===== src/rtl/sdr_ddr_pack.sv =====
// ---------------------------------------------------------------------------
// sdr_ddr_pack
// SDR-domain transmit packer for the SDR-to-DDR output mux. A valid/ready
// stream of up to two beats per clk_sdr_i cycle is buffered in a small FIFO.
// Each SDR cycle the packer issues one registered two-slot word. Slot0 goes
// out in the first DDR half-cycle and slot1 in the second. Bursts are framed
// with an output enable and a single postamble cycle. Protocol errors are
// recorded in sticky flags.
//
// Ports
//   clk_sdr_i   SDR clock, rising edge
//   rst_sdr_ni  asynchronous active-low reset
//   s_data_i    input word, lane0 [DW-1:0] is earlier than lane1
//   s_keep_i    lane valid (01 / 11 legal, 10 illegal, 00 empty)
//   s_last_i    highest kept lane ends the burst
//   s_valid_i   input word valid
//   s_ready_o   input accepted when valid && ready
//   m_data_o    output word, slot0 [DW-1:0] first, slot1 second
//   m_keep_o    slot valid
//   m_en_o      burst active (pad output enable)
//   fill_o      FIFO level in beats
//   err_o       sticky errors: [0] illegal keep, [1] underrun
//   err_clr_i   clears err_o (a simultaneous set wins)
// ---------------------------------------------------------------------------
module sdr_ddr_pack #(
   parameter int DW        = 8,
   parameter int DEPTH     = 16,
   parameter int START_LVL = 4
) (
   input  logic                       clk_sdr_i,
   input  logic                       rst_sdr_ni,
   input  logic [2*DW-1:0]            s_data_i,
   input  logic [1:0]                 s_keep_i,
   input  logic                       s_last_i,
   input  logic                       s_valid_i,
   output logic                       s_ready_o,
   output logic [2*DW-1:0]            m_data_o,
   output logic [1:0]                 m_keep_o,
   output logic                       m_en_o,
   output logic [$clog2(DEPTH):0]     fill_o,
   output logic [1:0]                 err_o,
   input  logic                       err_clr_i
);

   localparam int AW = $clog2(DEPTH);
   localparam int LW = AW + 1;
   localparam logic [LW-1:0] READY_MAX_C = LW'(DEPTH - 2);
   localparam logic [LW-1:0] START_LVL_C = LW'(START_LVL);
   localparam logic [AW-1:0] PTR_ONE_C   = AW'(1);

   typedef enum logic [1:0] {
      ST_IDLE   = 2'b00,
      ST_STREAM = 2'b01,
      ST_POST   = 2'b10
   } state_t;

   // FIFO entry: {last, data}
   logic [DW:0]      mem_r [DEPTH];
   logic [AW-1:0]    wr_ptr_r;
   logic [AW-1:0]    rd_ptr_r;
   logic [LW-1:0]    level_r;
   logic [LW-1:0]    last_cnt_r;
   state_t           state_r;
   state_t           state_nxt_s;
   logic [2*DW-1:0]  m_data_r;
   logic [2*DW-1:0]  data_nxt_s;
   logic [1:0]       m_keep_r;
   logic [1:0]       keep_nxt_s;
   logic             m_en_r;
   logic             en_nxt_s;
   logic [1:0]       err_r;

   logic             accept_s;
   logic [1:0]       wr_cnt_s;
   logic             wr_last_s;
   logic             keep_err_s;
   logic [DW:0]      head_s;
   logic [DW:0]      sec_s;
   logic [1:0]       avail_s;
   logic [1:0]       rd_cnt_s;
   logic             rd_last_s;
   logic             do_pop_s;
   logic             underrun_s;

   assign s_ready_o = (level_r <= READY_MAX_C);
   assign accept_s  = s_valid_i & s_ready_o;
   assign head_s    = mem_r[rd_ptr_r];
   assign sec_s     = mem_r[rd_ptr_r + PTR_ONE_C];

   assign m_data_o  = m_data_r;
   assign m_keep_o  = m_keep_r;
   assign m_en_o    = m_en_r;
   assign fill_o    = level_r;
   assign err_o     = err_r;

   // Decode the accepted input word into a write count and error/last flags
   always_comb begin
      wr_cnt_s   = 2'd0;
      wr_last_s  = 1'b0;
      keep_err_s = 1'b0;
      if (accept_s) begin
         case (s_keep_i)
            2'b01: begin
               wr_cnt_s  = 2'd1;
               wr_last_s = s_last_i;
            end
            2'b11: begin
               wr_cnt_s  = 2'd2;
               wr_last_s = s_last_i;
            end
            2'b10: begin
               keep_err_s = 1'b1;
            end
            default: begin
               wr_cnt_s = 2'd0;
            end
         endcase
      end else begin
         wr_cnt_s = 2'd0;
      end
   end

   // Beats available for one pop; a head beat with last ends the burst alone
   always_comb begin
      avail_s = 2'd0;
      if (level_r == {LW{1'b0}}) begin
         avail_s = 2'd0;
      end else if ((level_r == LW'(1)) || head_s[DW]) begin
         avail_s = 2'd1;
      end else begin
         avail_s = 2'd2;
      end
   end

   // Burst FSM next state and next output word
   always_comb begin
      state_nxt_s = state_r;
      data_nxt_s  = m_data_r;
      keep_nxt_s  = 2'b00;
      en_nxt_s    = 1'b0;
      do_pop_s    = 1'b0;
      rd_cnt_s    = 2'd0;
      rd_last_s   = 1'b0;
      underrun_s  = 1'b0;
      case (state_r)
         ST_IDLE: begin
            if ((level_r >= START_LVL_C) || (last_cnt_r != {LW{1'b0}})) begin
               do_pop_s = 1'b1;
            end else begin
               do_pop_s = 1'b0;
            end
         end
         ST_STREAM: begin
            do_pop_s = 1'b1;
         end
         ST_POST: begin
            en_nxt_s    = 1'b1;
            data_nxt_s  = {(2*DW){1'b0}};
            state_nxt_s = ST_IDLE;
         end
         default: begin
            state_nxt_s = ST_IDLE;
         end
      endcase
      if (do_pop_s) begin
         rd_cnt_s = avail_s;
         en_nxt_s = 1'b1;
         // avail_s == 2 implies the head is not last, so at most one last pops
         rd_last_s = ((avail_s != 2'd0) && head_s[DW]) || ((avail_s == 2'd2) && sec_s[DW]);
         case (avail_s)
            2'd1: begin
               data_nxt_s = {{DW{1'b0}}, head_s[DW-1:0]};
               keep_nxt_s = 2'b01;
            end
            2'd2: begin
               data_nxt_s = {sec_s[DW-1:0], head_s[DW-1:0]};
               keep_nxt_s = 2'b11;
            end
            default: begin
               data_nxt_s = {(2*DW){1'b0}};
               keep_nxt_s = 2'b00;
               underrun_s = 1'b1;
            end
         endcase
         state_nxt_s = rd_last_s ? ST_POST : ST_STREAM;
      end else begin
         rd_cnt_s = 2'd0;
      end
   end

   // FIFO storage; lane0 of a two-beat word never carries last
   always_ff @(posedge clk_sdr_i) begin
      if (wr_cnt_s != 2'd0) begin
         mem_r[wr_ptr_r] <= {(wr_cnt_s == 2'd1) & s_last_i, s_data_i[DW-1:0]};
      end
      if (wr_cnt_s == 2'd2) begin
         mem_r[wr_ptr_r + PTR_ONE_C] <= {s_last_i, s_data_i[2*DW-1:DW]};
      end
   end

   // Pointers, level, last count, FSM state, output word and sticky errors
   always_ff @(posedge clk_sdr_i or negedge rst_sdr_ni) begin
      if (!rst_sdr_ni) begin
         wr_ptr_r   <= {AW{1'b0}};
         rd_ptr_r   <= {AW{1'b0}};
         level_r    <= {LW{1'b0}};
         last_cnt_r <= {LW{1'b0}};
         state_r    <= ST_IDLE;
         m_data_r   <= {(2*DW){1'b0}};
         m_keep_r   <= 2'b00;
         m_en_r     <= 1'b0;
         err_r      <= 2'b00;
      end else begin
         wr_ptr_r   <= wr_ptr_r + AW'(wr_cnt_s);
         rd_ptr_r   <= rd_ptr_r + AW'(rd_cnt_s);
         level_r    <= level_r + LW'(wr_cnt_s) - LW'(rd_cnt_s);
         last_cnt_r <= last_cnt_r + LW'(wr_last_s) - LW'(rd_last_s);
         state_r    <= state_nxt_s;
         m_data_r   <= data_nxt_s;
         m_keep_r   <= keep_nxt_s;
         m_en_r     <= en_nxt_s;
         err_r      <= (err_clr_i ? 2'b00 : err_r) | {underrun_s, keep_err_s};
      end
   end

endmodule

===== config.mk =====
export PLATFORM = sky130hd
export DESIGN_NAME = sdr_ddr_pack
export DESIGN_NICKNAME = d
export VERILOG_FILES = /design/src/rtl/sdr_ddr_pack.sv
export SDC_FILE = /design/constraint.sdc
export NUM_CORES = 1
export LEC_CHECK = 0
export ABC_CLOCK_PERIOD_IN_PS = 5550
export BUFFER_PORTS_ARGS = -buffer_cell sky130_fd_sc_hd__clkbuf_2
export CORE_MARGIN = 8
export CORE_UTILIZATION = 55
export CTS_CLUSTER_DIAMETER = 100
export CTS_CLUSTER_SIZE = 8
export DETAILED_ROUTE_END_ITERATION = 16
export HOLD_SLACK_MARGIN = 0.02
export PLACE_DENSITY = 0.73
export SETUP_SLACK_MARGIN = 0.5
export SLEW_MARGIN = 40
export SYNTH_ARGS = -nofsm -noshare
export SYNTH_HDL_FRONTEND = slang
export SYNTH_SLANG_ARGS = --single-unit
export TNS_END_PERCENT = 50

===== constraint.sdc =====
create_clock -name clk_sdr_i -period 5.55 [get_ports clk_sdr_i]
set_input_delay 0.8325 -clock clk_sdr_i [delete_from_list [all_inputs] [get_ports clk_sdr_i]]
set_output_delay 0.8325 -clock clk_sdr_i [all_outputs]
set_load 0.01 [all_outputs]

Word level (Yosys, flattened, before mapping):

Memory sizes are Yosys's and may differ from the RTL's.
Index checks and enable logic that the tools add are counted.

* output and inout port bits: 27
* word-level logic and storage cells: 77
* latch bits: 0
* flip-flop bits (word level): 41
* bits in writable memories: 144
* bits of input ports: 23
* bits in read-only memories: 0
* memories: 1

* $mul: 0
* muxes and demuxes: 29
* bitwise operators: 3
* shift-type cells: 0
* divide/modulo/power cells: 0
* add/subtract/negate cells: 8
* equality and inequality tests: 11
* reductions and logical operators: 14
* $lt $le $gt $ge: 2

Memory list
* mem_r: depth 16, bits a word 9, read ports 2, clocked after memory_dff 0, wr ports 2, line 58 `logic [DW:0] mem_r [DEPTH];`

Operators by type and width (count)
* two-way mux 16 bit: 2
* case mux 16 bit (2 select lines): 1
* two-way mux 2 bit: 9
* two-way mux 1 bit: 14
* == test 2 bit, second input constant: 5
* adder 4 x 1 -> 4 bit, second input constant: 2
* adder 4 x 2 -> 4 bit: 2
* == test 2 x 1 -> 1 bit, second input constant: 4
* case mux 2 bit (2 select lines): 2
* nonzero test 2 bit: 3
* OR reduction 2 bit: 3
* adder 5 x 1 -> 5 bit: 1
* adder 5 x 2 -> 5 bit: 1
* == test 5 x 1 -> 1 bit, second input constant: 1
* greater-or-equal comparator 5 x 3 -> 1 bit, second input constant: 1
* less-or-equal comparator 5 x 4 -> 1 bit, second input constant: 1
* zero test 5 bit: 1
* nonzero test 5 bit: 1
* subtractor 5 x 1 -> 5 bit: 1
* subtractor 5 x 2 -> 5 bit: 1
* logical OR 1 bit: 3
* AND 1 bit: 2
* logical AND 1 bit: 2
* zero test 2 bit: 1
* 3 further kinds: 3

Longest topological paths before layout:

Gate-level depths: netlist of run 1.

* depth in word-level cells: 9
* gate-level depth with buffers: 18
* mapped depth without buffers: 16

Worst setup path after synthesis of run 1:

Ideal clock, no wire load.

* path type: register to register
* start point: register rd_ptr_r[1]
* end point: register last_cnt_r[4]
* setup time: 0.125 ns
* clock period less this slack: 3.272 ns
* stages on the path, launching flop included: 17
* data required time: 5.425 ns
* path buffers: 0
* arrival: 3.146 ns
* path slack: 2.278 ns
* cells stage by stage: dfrtp_1 -> ha_1 -> xor2_4 -> mux2_2 -> o311ai_0 -> o22ai_1 -> o21a_1 -> ha_1 -> inv_1 -> ha_1 -> inv_1 -> fa_1 -> inv_1 -> a21oi_1 -> nor2_1 -> nor2_1 -> xnor2_1

* cells in the longest elaborated chain, start to end: 9
* elaborated cells on any way between the ends: 12
* those cells by class: add/sub (2); eq/ne (1); mux (3); reduce/logical (5); memory (1)

Ends and longest elaborated chain
* start: declaration: line 60 `logic [AW-1:0] rd_ptr_r;`
* start signal: assignment: line 205 `rd_ptr_r <= {AW{1'b0}};`
* start signal: assignment: line 215 `rd_ptr_r <= rd_ptr_r + AW'(rd_cnt_s);`
* memory (16 x 9 bit) *
* logical OR 1 bit: line 128 `end else if ((level_r == LW'(1)) || head_s[DW]) begin`
* two-way mux 2 bit: line 128
* two-way mux 2 bit: line 126 `if (level_r == {LW{1'b0}}) begin`
* == test 2 bit / nonzero test 2 bit (equally long branches): line 169 `rd_last_s = ((avail_s != 2'd0) && head_s[DW]) || ((avail_s == 2'd2) && sec_s[DW]);`
* logical AND 1 bit: line 169
* logical OR 1 bit *: line 169
* two-way mux 1 bit *: line 165 `if (do_pop_s) begin`
* subtractor 5 x 1 -> 5 bit *: line 217 `last_cnt_r <= last_cnt_r + LW'(wr_last_s) - LW'(rd_last_s);`
* end signal: assignment: line 207 `last_cnt_r <= {LW{1'b0}};`
* end signal: assignment: line 217
* end: declaration: line 62 `logic [LW-1:0] last_cnt_r;`

Every way passes the cells marked *; elsewhere a longest branch is shown, timed or not.
A chain may end at the register's enable or synchronous reset.

Worst setup path after layout of run 1:

Same ends and word-level chain as after synthesis.

==> results of run 1 <==
kinds of logic (layout without fill, tap and decap cells):
| family | Yosys count | in the layout |
|---|---|---|
| xor gates and xnor gates | 14 | 14 |
| buffers and inverters | 83 | 118 |
| and+or+nand+nor | 158 | 158 |
| adders and majority gates | 25 | 25 |
| AOI/OAI and AO/OA | 91 | 91 |
| DFF | 185 | 185 |
| muxes | 215 | 215 |
report_power, final:
part	leakage (nW)	switching (mW)	internal [mW]	total, mW
Sequential	1.80	0.162	1.69	1.85
Combinational	2.29	1.69	1.32	3.00
Clock	0.310	0.547	0.802	1.35
Total	4.40	2.39	3.81	6.21
layout make-up:
cell class	count	area share
clock inverters	15	0.0185
flip-flops and latches	185	0.448
inverters	26	0.00816
repair buffers	60	0.0294
multi-input cells	503	0.433
clock buffers	17	0.0356
well taps	265	0.0277
metal layers:
| layer | vias up | part of all wire | track usage |
|---|---|---|---|
| met3 | 41 | 0.079 | 0.0414 |
| met5 | - | 0 | 0 |
| met4 | 0 | 0.022 | 0.0705 |
| li1 | 2999 | - | - |
| met1 | 3498 | 0.43 | 0.323 |
| met2 | 333 | 0.47 | 0.355 |
sequential cells by signal, summed over array words and instances, names as in the netlist:
name	flops
err_o	2
fill_o	5
last_cnt_r	5
m_data_o	16
m_en_o	1
m_keep_o	2
mem_r	144
rd_ptr_r	4
state_r	2
wr_ptr_r	4
worst max-delay path, cell delays in order (launching register included):
cell      delay, ns
dfrtp_2        0.66
ha_1           0.40
xor2_4         0.58
mux2_2         0.41
o311ai_0       0.38
o22ai_1        0.19
o21a_1         0.21
ha_1           0.28
inv_1          0.05
ha_1           0.15
inv_1          0.06
fa_1           0.43
inv_1          0.08
a21oi_1        0.06
nor2_1         0.09
nor2_1         0.06
xnor2_1        0.13
worst max path at each step:
stage               endpoint  depth (start not counted)   startpoint
2_1_floorplan  last_cnt_r[4]                         16  rd_ptr_r[1]
3_3_place_gp   last_cnt_r[4]                         16  rd_ptr_r[1]
3_5_place_dp   last_cnt_r[4]                         16  rd_ptr_r[1]
4_1_cts        last_cnt_r[4]                         16  rd_ptr_r[1]
5_1_grt        last_cnt_r[4]                         16  rd_ptr_r[1]
6_report       last_cnt_r[4]                         16  rd_ptr_r[1]
per-stage QoR:
step	hold WS [ns]	instances
2_1_floorplan	0.479	771
3_3_place_gp	0.464	1038
3_5_place_dp	0.472	1038
4_1_cts	0.461	1070
5_1_grt	0.500	1071
6_report	0.444	1071
synthesized netlist by cell type (all sizes together) (17+ instances only):
library cell,count
inv,26
mux2,132
a21oi,29
clkbuf,30
buf,27
nor2,51
ha,20
mux4,68
dfrtp,41
o21a,17
edfxtp,144
nand2,63
==> impl_metrics.toml, run 1 <==
[setup_path]
worst-r2r-setup-slack_ns = 1.20
worst_r2r_startpoint = "rd_ptr_r[1]"
r2r_cells = 16
crit_path_max_fanout = 22
end_kind = "flop"
startpoint_type = "flop"
worst_ep_arrival_time_ns = 4.67
required_time_of_the_worst_setup_path_ns = 5.87
setup.worst_path.class = "reg2reg"
worstReg2RegEnd = "last_cnt_r[4]"

[synth]
ys_ff_latch = 185
dominantRegCellSynth = "edfxtp_1"
largest_family_of_logic_cells_by_synthesized_area = "multiplexers"
muxShareOfSynthArea = 0.299
synth_largest_type_area_fraction = 0.398
synth-compound-area-share = 0.0555
ys.warnings.count = 0
synth_area_in_simple_gates = 0.0722
synthCells = 771
synth-edff-count = 144
synth_async_reset_ratio = 0.222
yosysTopAreaCell = "edfxtp_1"
post_synth_xor_area_fraction = 0.0130
synth.net_count = 819
syn_avg_cell_area_um2 = 14.1
synth.cell_area_um2 = 10900
yosys.area_share.adder = 0.0322
ys_types = 54
sequential_area_share_after_synthesis = 0.492
yosys-top-cells-area = "edfxtp_1 40%, mux2_2 14%, mux4_2 10%"

[clocking]
cts_max_path_buffers = 2
cts_max_level = 4
cts.root.buffer_cell = "clkbuf_16"
post_cts_hold_buffer_count = 0
clk-insertion-delay-late_ns = 0.44
cts_resized = 0
cts_setup_buffers = 0
cts.sinks = 185
cts_tree = "yes"
cts_buffers = 17
clk_slew_on_worst_s_h_paths_ns = 0.07

[run]
maximum_capacitance_violations = 0

[global_routing]
total_track_usage = 0.229
wire_length_of_the_first_global_routing_pass_mm = 41.7
grt_overflow_total = 0
initial_antenna_violation_count = 0
grt_start_max_net_pins = 79
number_of_global_route_vias_before_repair = 6859

[placed_design]
detailedPlacementHpwl_mm = 18.9
gp_congestion = 0.892
portBuffers = 49
pre_cts_slack_ns = 1.04
dpl_cell_area_um2 = 11300

[finish]
multiInputGateArea_um2 = 5180
utilization = 0.617
diodes = 0
fin_nets = 841
final_area_um2 = 12000
sequential_cell_area_um2 = 5360
layout-drive-gt1-share = 0.380
final_layout_fill_cell_count = 1501
mostFrequentLayoutCell = "edfxtp_1"
p_r_area_growth_vs_syn_pct = 10.1
layout.cells.most_common_list = "144 x edfxtp_1, 131 x mux2_2, 63 x nand2_1, 49 x clkbuf_2, 48 x mux4_2"

[sta]
timing.clock.skew_ns = 0.00816
fin_ws_ns = 1.20
final_min_period_over_clock_period = 0.784
worst-slew-pin-transition_ns = 0.824
rsz0062_at_grt = "no"
final.setup.tns_ns = 0
timing.final.hold_violations = 0
finalMaxSlewViolations = 0
slew_headroom = 0.451
setup-violations-final = 0
fmaxAchievable_mhz = 230
min_period_ns = 4.35

[floorplanning]
floorplan.die_area_um2 = 24500
core_region_area_um2 = 19400
die-width_um = 157
num_rows = 51
top_level_ports = 50
initial_core_util = 0.560
chipHeight_um = 157

[route]
avgRoutedWirePerCell_um = 25.1
totalWireLength_mm = 26.9
total_iterations_of_the_first_detailed_routing_run = 5
vias_after_detailed_routing = 6871
antenna_nets_post_route = 0
drc = 0
vias_cell = 6.42
drt-initial-drc-count = 722

[power_and_ir_drop]
power_leakage_nw = 4.40
worst_ir_drop_vdd_uv = 398
cellPowerDensity_nw_per_um2 = 519
overall_power_mw = 6.21

[run_status]
status = "finished, final reports clean"

[min_path]
worst_hold_class = "in2async"
Note: power is estimated with default switching activity, not from simulation.
==> inputs of run 2 (changes only) <==
ABC_CLOCK_PERIOD_IN_PS = 3610   (was 5550)
PLACE_DENSITY = 0.75   (was 0.73)
clock period = 3.61 ns   (was 5.55 ns; I/O delays follow)
==> run 2 against run 1 <==
Compared with the run above:
- utilization up 1.2 points
- sequential power up 54%
- sequential share of layout area down 0.81 points
- register-to-register slack worse by 0.96 ns
- critical endpoint unchanged
- combinational power up 75%
- via count up 2.9%
- global-route usage up 0.69 points
- design area up 1.9%
==> impl_metrics.toml, run 2 (synthesis gave the netlist of run 1 again) <==
[run_status]
status = "finished, final reports clean"

[global_routing]
wire_length_of_the_first_global_routing_pass_mm = 42.9
initial_antenna_violation_count = 0
grt_start_max_net_pins = 65
total_track_usage = 0.236
grt_overflow_total = 0
number_of_global_route_vias_before_repair = 7238

[power_and_ir_drop]
power_leakage_nw = 4.55
power.share.combinational = 0.527
net-switching-power_mw = 3.95
power_frac_clock = 0.187
power.share.sequential = 0.286
cellPowerDensity_nw_per_um2 = 817
worst_ir_drop_vdd_uv = 784
internal-power_mw = 6.01
power.share.switching = 0.396

[setup_path]
worst_ep_arrival_time_ns = 3.72
setup.worst_path.class = "reg2reg"
startpoint_type = "flop"
required_time_of_the_worst_setup_path_ns = 3.96
worst_r2r_startpoint = "rd_ptr_r[0]"
worst_setup_path_startpoint = "rd_ptr_r[0]"
end_kind = "flop"
crit_path_max_fanout = 4

[clocking]
cts_max_level = 4
cts_tree = "yes"
clk_slew_on_worst_s_h_paths_ns = 0.07
cts_buffers = 17
cts.root.buffer_cell = "clkbuf_16"
post_cts_hold_buffer_count = 0
cts.sinks = 185
cts_max_path_buffers = 2
clk-insertion-delay-late_ns = 0.44

[finish]
largest_reg_by_ff_count = "mem_r"
p_r_area_growth_vs_syn_pct = 12.2
layout-drive-gt1-share = 0.401
multiInputGateArea_um2 = 5230
final_cell_count_no_fill = 1100
largest_reg_flops = 144
layout.cells.most_common_list = "144 x edfxtp_1, 127 x mux2_2, 63 x nand2_1, 49 x mux4_2, 48 x clkbuf_2"
fin_nets = 870
diodes = 0
sequential_cell_area_um2 = 5360
mostFrequentLayoutCell = "edfxtp_1"
final_layout_fill_cell_count = 1436

[floorplanning]
chipHeight_um = 157
initial_core_util = 0.560
die-width_um = 157
top_level_ports = 50
core_region_area_um2 = 19400
floorplan.die_area_um2 = 24500
num_rows = 51

[sta]
worst-slew-pin-transition_ns = 0.731
setup-violations-final = 0
fmaxAchievable_mhz = 297
final_min_period_over_clock_period = 0.933
final.setup.tns_ns = 0
finalMaxSlewViolations = 0
timing.clock.skew_ns = 0.0102
min_period_ns = 3.37
slew_headroom = 0.513
rsz0062_at_grt = "yes"
timing.final.hold_violations = 0

[route]
antenna_nets_post_route = 0
vias_after_detailed_routing = 7072
avgRoutedWirePerCell_um = 25.6
vias_cell = 6.43
totalWireLength_mm = 28.2
drc = 0
drt-initial-drc-count = 648
total_iterations_of_the_first_detailed_routing_run = 5

[run]
maximum_capacitance_violations = 0

[min_path]
worst_hold_class = "in2async"

[placed_design]
gp_congestion = 0.864
dp.cells = 1055
detailedPlacementHpwl_mm = 18.8
portBuffers = 49
run 2: final timing paths:
path,end,slack [ns],cells after the start
max,last_cnt_r[4],0.24,17
min,last_cnt_r[1],0.11,1
max reg2reg,last_cnt_r[4],0.24,17
min reg2reg,m_data_o[13],0.48,2
max in group asynchronous,rd_ptr_r[2],3.05,1
min in group clk_sdr_i,err_o[1],0.46,3
run 2: per-stage QoR:
stage / cell area, um2 / util / power (mW) / hold slack [ns] / setup slack (ns)
finish: 12200 / 0.628 / 9.96 / 0.112 / 0.241
global route: 12200 / 0.628 / 10.5 / 0.170 / 0.141
detailed placement: 11400 / 0.588 / 7.52 / 0.477 / 0.111
CTS: 12100 / 0.623 / 9.64 / 0.131 / 0.385
floorplan: 10900 / - / 6.36 / 0.246 / 0.501
global placement: 11400 / 0.587 / 7.28 / 0.465 / 0.276
run 2: power groups by stage:
| stage | Combinational [mW] | Sequential, mW | Clock (mW) |
|---|---|---|---|
| 6_report | 5.25 | 2.85 | 1.86 |
| 2_1_floorplan | 3.54 | 2.82 | 0 |
| 3_3_place_gp | 4.40 | 2.88 | 0 |
| 3_5_place_dp | 4.61 | 2.90 | 0 |
| 4_1_cts | 4.92 | 2.84 | 1.87 |
| 5_1_grt | 5.68 | 2.88 | 1.95 |
run 2: routing by layer:
metal	track usage	vias up	routed length [um]
met2	0.385	343	13800
met4	0.0728	0	712
met3	0.0700	57	2610
met5	0	-	0
met1	0.298	3605	11000
li1	-	3067	-
run 2: timing repair:
item                                   CTS  global route
pin swaps                                7             5
resized for setup                       11            11
endpoints found under the hold margin    0             0
gates cloned                             0             1
setup endpoints to repair                6             6
setup buffers                            8             4
run 2: layout make-up:
class	count	area share
inverter	26	0.00801
timing repair buffer	89	0.0477
tap	265	0.0272
sequential	185	0.440
clock buffer	22	0.0416
clock inverter	10	0.00667
multi-input combinational	503	0.429
run 2: critical path: stages, from the launching register on:
cell,delay (ns)
dfrtp_4,0.50
ha_4,0.20
xor2_4,0.21
buf_4,0.17
mux2i_2,0.29
a311o_1,0.28
o22ai_2,0.12
o21a_1,0.20
ha_1,0.27
inv_1,0.06
ha_2,0.16
inv_1,0.05
fa_2,0.35
inv_2,0.07
a21oi_1,0.05
nor2_1,0.08
nor2_1,0.06
xnor2_1,0.17
==> inputs of run 3 (changes only) <==
CELL_PAD_IN_SITES_DETAIL_PLACEMENT = 1   (was not set)
CELL_PAD_IN_SITES_GLOBAL_PLACEMENT = 1   (was not set)
CORE_UTILIZATION = 47   (was 55)
PLACE_DENSITY = not set   (was 0.75)
PLACE_DENSITY_LB_ADDON = 0.1   (was not set)
==> run 3 against run 2 <==
Compared with the run above:
- register-to-register slack better by 0.14 ns
- combinational power about the same
- sequential share of layout area down 0.33 points
- wire length up 11%
- highest routed layer unchanged
==> impl_metrics.toml, run 3 (synthesis gave the netlist of run 1 again) <==
[run_status]
status = "finished, final reports clean"

[setup_path]
end_kind = "flop"
required_time_of_the_worst_setup_path_ns = 3.93
startpoint_type = "flop"
worstReg2RegEnd = "last_cnt_r[4]"
worst_ep_arrival_time_ns = 3.55
worst_r2r_startpoint = "rd_ptr_r[0]"
worst-r2r-setup-slack_ns = 0.38
setup.worst_path.class = "reg2reg"
worst_setup_path_startpoint = "rd_ptr_r[0]"
crit_path_max_fanout = 3
worst_setup_path_endpoint = "last_cnt_r[4]"
r2r_cells = 17

[global_routing]
number_of_global_route_vias_before_repair = 7475
initial_antenna_violation_count = 0
grt_start_max_net_pins = 45
grt_overflow_total = 0
total_track_usage = 0.227
wire_length_of_the_first_global_routing_pass_mm = 48.0

[sta]
setup-violations-final = 0
finalMaxSlewViolations = 0
slew_headroom = 0.519
timing.final.hold_violations = 0
final_min_period_over_clock_period = 0.895
hold_slack_ns = 0.129
fmaxAchievable_mhz = 310
rsz0062_at_grt = "yes"
worst-slew-pin-transition_ns = 0.721
final.setup.tns_ns = 0
min_period_ns = 3.23
fin_ws_ns = 0.380
timing.clock.skew_ns = 0.00774

[clocking]
cts_buffers = 17
cts_tree = "yes"
clk-insertion-delay-late_ns = 0.44
cts.sinks = 185
cts.root.buffer_cell = "clkbuf_16"
cts_max_level = 4
clk_slew_on_worst_s_h_paths_ns = 0.08
cts_max_path_buffers = 2

[placed_design]
detailedPlacementHpwl_mm = 21.8
dpl_cell_area_um2 = 11500
dp.cells = 1084
portBuffers = 49
pre_cts_slack_ns = 0.294
gp_congestion = 0.848

[route]
vias_cell = 6.22
drc = 0
wl_met1_mm = 13.1
met2WireLength_mm = 15.3
total_iterations_of_the_first_detailed_routing_run = 7
drt-initial-drc-count = 541
vias_after_detailed_routing = 7030
route.top_layer_used = "met4"
antenna_nets_post_route = 0
met3RoutedLength_mm = 2.38
avgRoutedWirePerCell_um = 27.8
totalWireLength_mm = 31.4

[power_and_ir_drop]
overall_power_mw = 10.1
power_leakage_nw = 4.60
worst_ir_drop_vdd_uv = 432
cellPowerDensity_nw_per_um2 = 822

[finish]
fin_nets = 880
final_layout_fill_cell_count = 2210
final_cell_count_no_fill = 1130
final_area_um2 = 12300
mostFrequentLayoutCell = "edfxtp_1"
diodes = 0
utilization = 0.542
layout-drive-gt1-share = 0.405
layout.cells.most_common_list = "144 x edfxtp_1, 129 x mux2_2, 63 x nand2_1"
p_r_area_growth_vs_syn_pct = 13.0
largest_reg_flops = 144
largest_reg_by_ff_count = "mem_r"

[floorplanning]
initial_core_util = 0.480
num_rows = 55
floorplan.die_area_um2 = 28200
core_region_area_um2 = 22600
chipHeight_um = 168
die-width_um = 168
top_level_ports = 50

[run]
maximum_capacitance_violations = 0

[min_path]
worst_hold_class = "in2async"
run 3: cell count changes in the layout (fill, tap and decap cells not counted), moves of 2 or more:
cell / delta
buf_4: +11
bufinv_16: +2
clkbuf_16: -3
clkbuf_8: -2
clkinv_2: -2
clkinv_4: -2
clkinv_8: +3
inv_6: +4
mux2_2: +2
mux2_4: -2
run 3: cell type report:
| type | count | area [um2] | area share |
|---|---|---|---|
| Clock buffer | 17 | 425 | 0.0347 |
| Multi-Input combinational cell | 503 | 5210 | 0.424 |
| Sequential cell | 185 | 5360 | 0.436 |
| Tap cell | 285 | 357 | 0.0291 |
| Inverter | 26 | 97.6 | 0.00795 |
| Timing Repair Buffer | 99 | 631 | 0.0514 |
| Clock inverter | 15 | 201 | 0.0164 |
run 3: power breakdown:
part | switching (mW) | internal, mW
clock network | 0.926 | 1.06
logic | 2.92 | 2.36
registers | 0.228 | 2.60
run 3: how the worst min path moves through the flow:
stage	from	end	slack, ns	cells after the start
after floorplan	rst_sdr_ni	err_o[0]	0.25	0
after global routing	rst_sdr_ni	fill_o[2]	0.17	1
final	rst_sdr_ni	err_o[1]	0.13	1
after CTS	rst_sdr_ni	err_o[1]	0.14	1
after detailed placement	m_data_o[12]	m_data_o[12]	0.48	2
after global placement	m_data_o[11]	m_data_o[11]	0.46	2
run 3: routing by layer:
metal	track usage	vias to the layer above
li1	-	3081
met1	0.299	3643
met2	0.372	262
met3	0.0561	44
met4	0.0571	0
met5	0	-
run 3: timing repair:
action	CTS	global route
pin swaps	3	3
gates cloned	0	0
hold buffers	0	0
setup endpoints to repair	4	6
setup buffers	7	7
gates resized for setup	7	7
hold endpoints to repair	0	0
run 3: worst max-delay path, stage by stage (launching register included):
cell and delay [ns]:
dfrtp_4 0.50, ha_4 0.20, xor2_4 0.20, buf_4 0.16, mux2i_2 0.15, a311o_1 0.37
o22ai_2 0.19, o21a_1 0.14, ha_1 0.22, inv_1 0.06, ha_2 0.17, inv_1 0.05
fa_2 0.34, inv_1 0.06, a21oi_1 0.05, nor2_1 0.08, nor2_1 0.05, xnor2_1 0.11
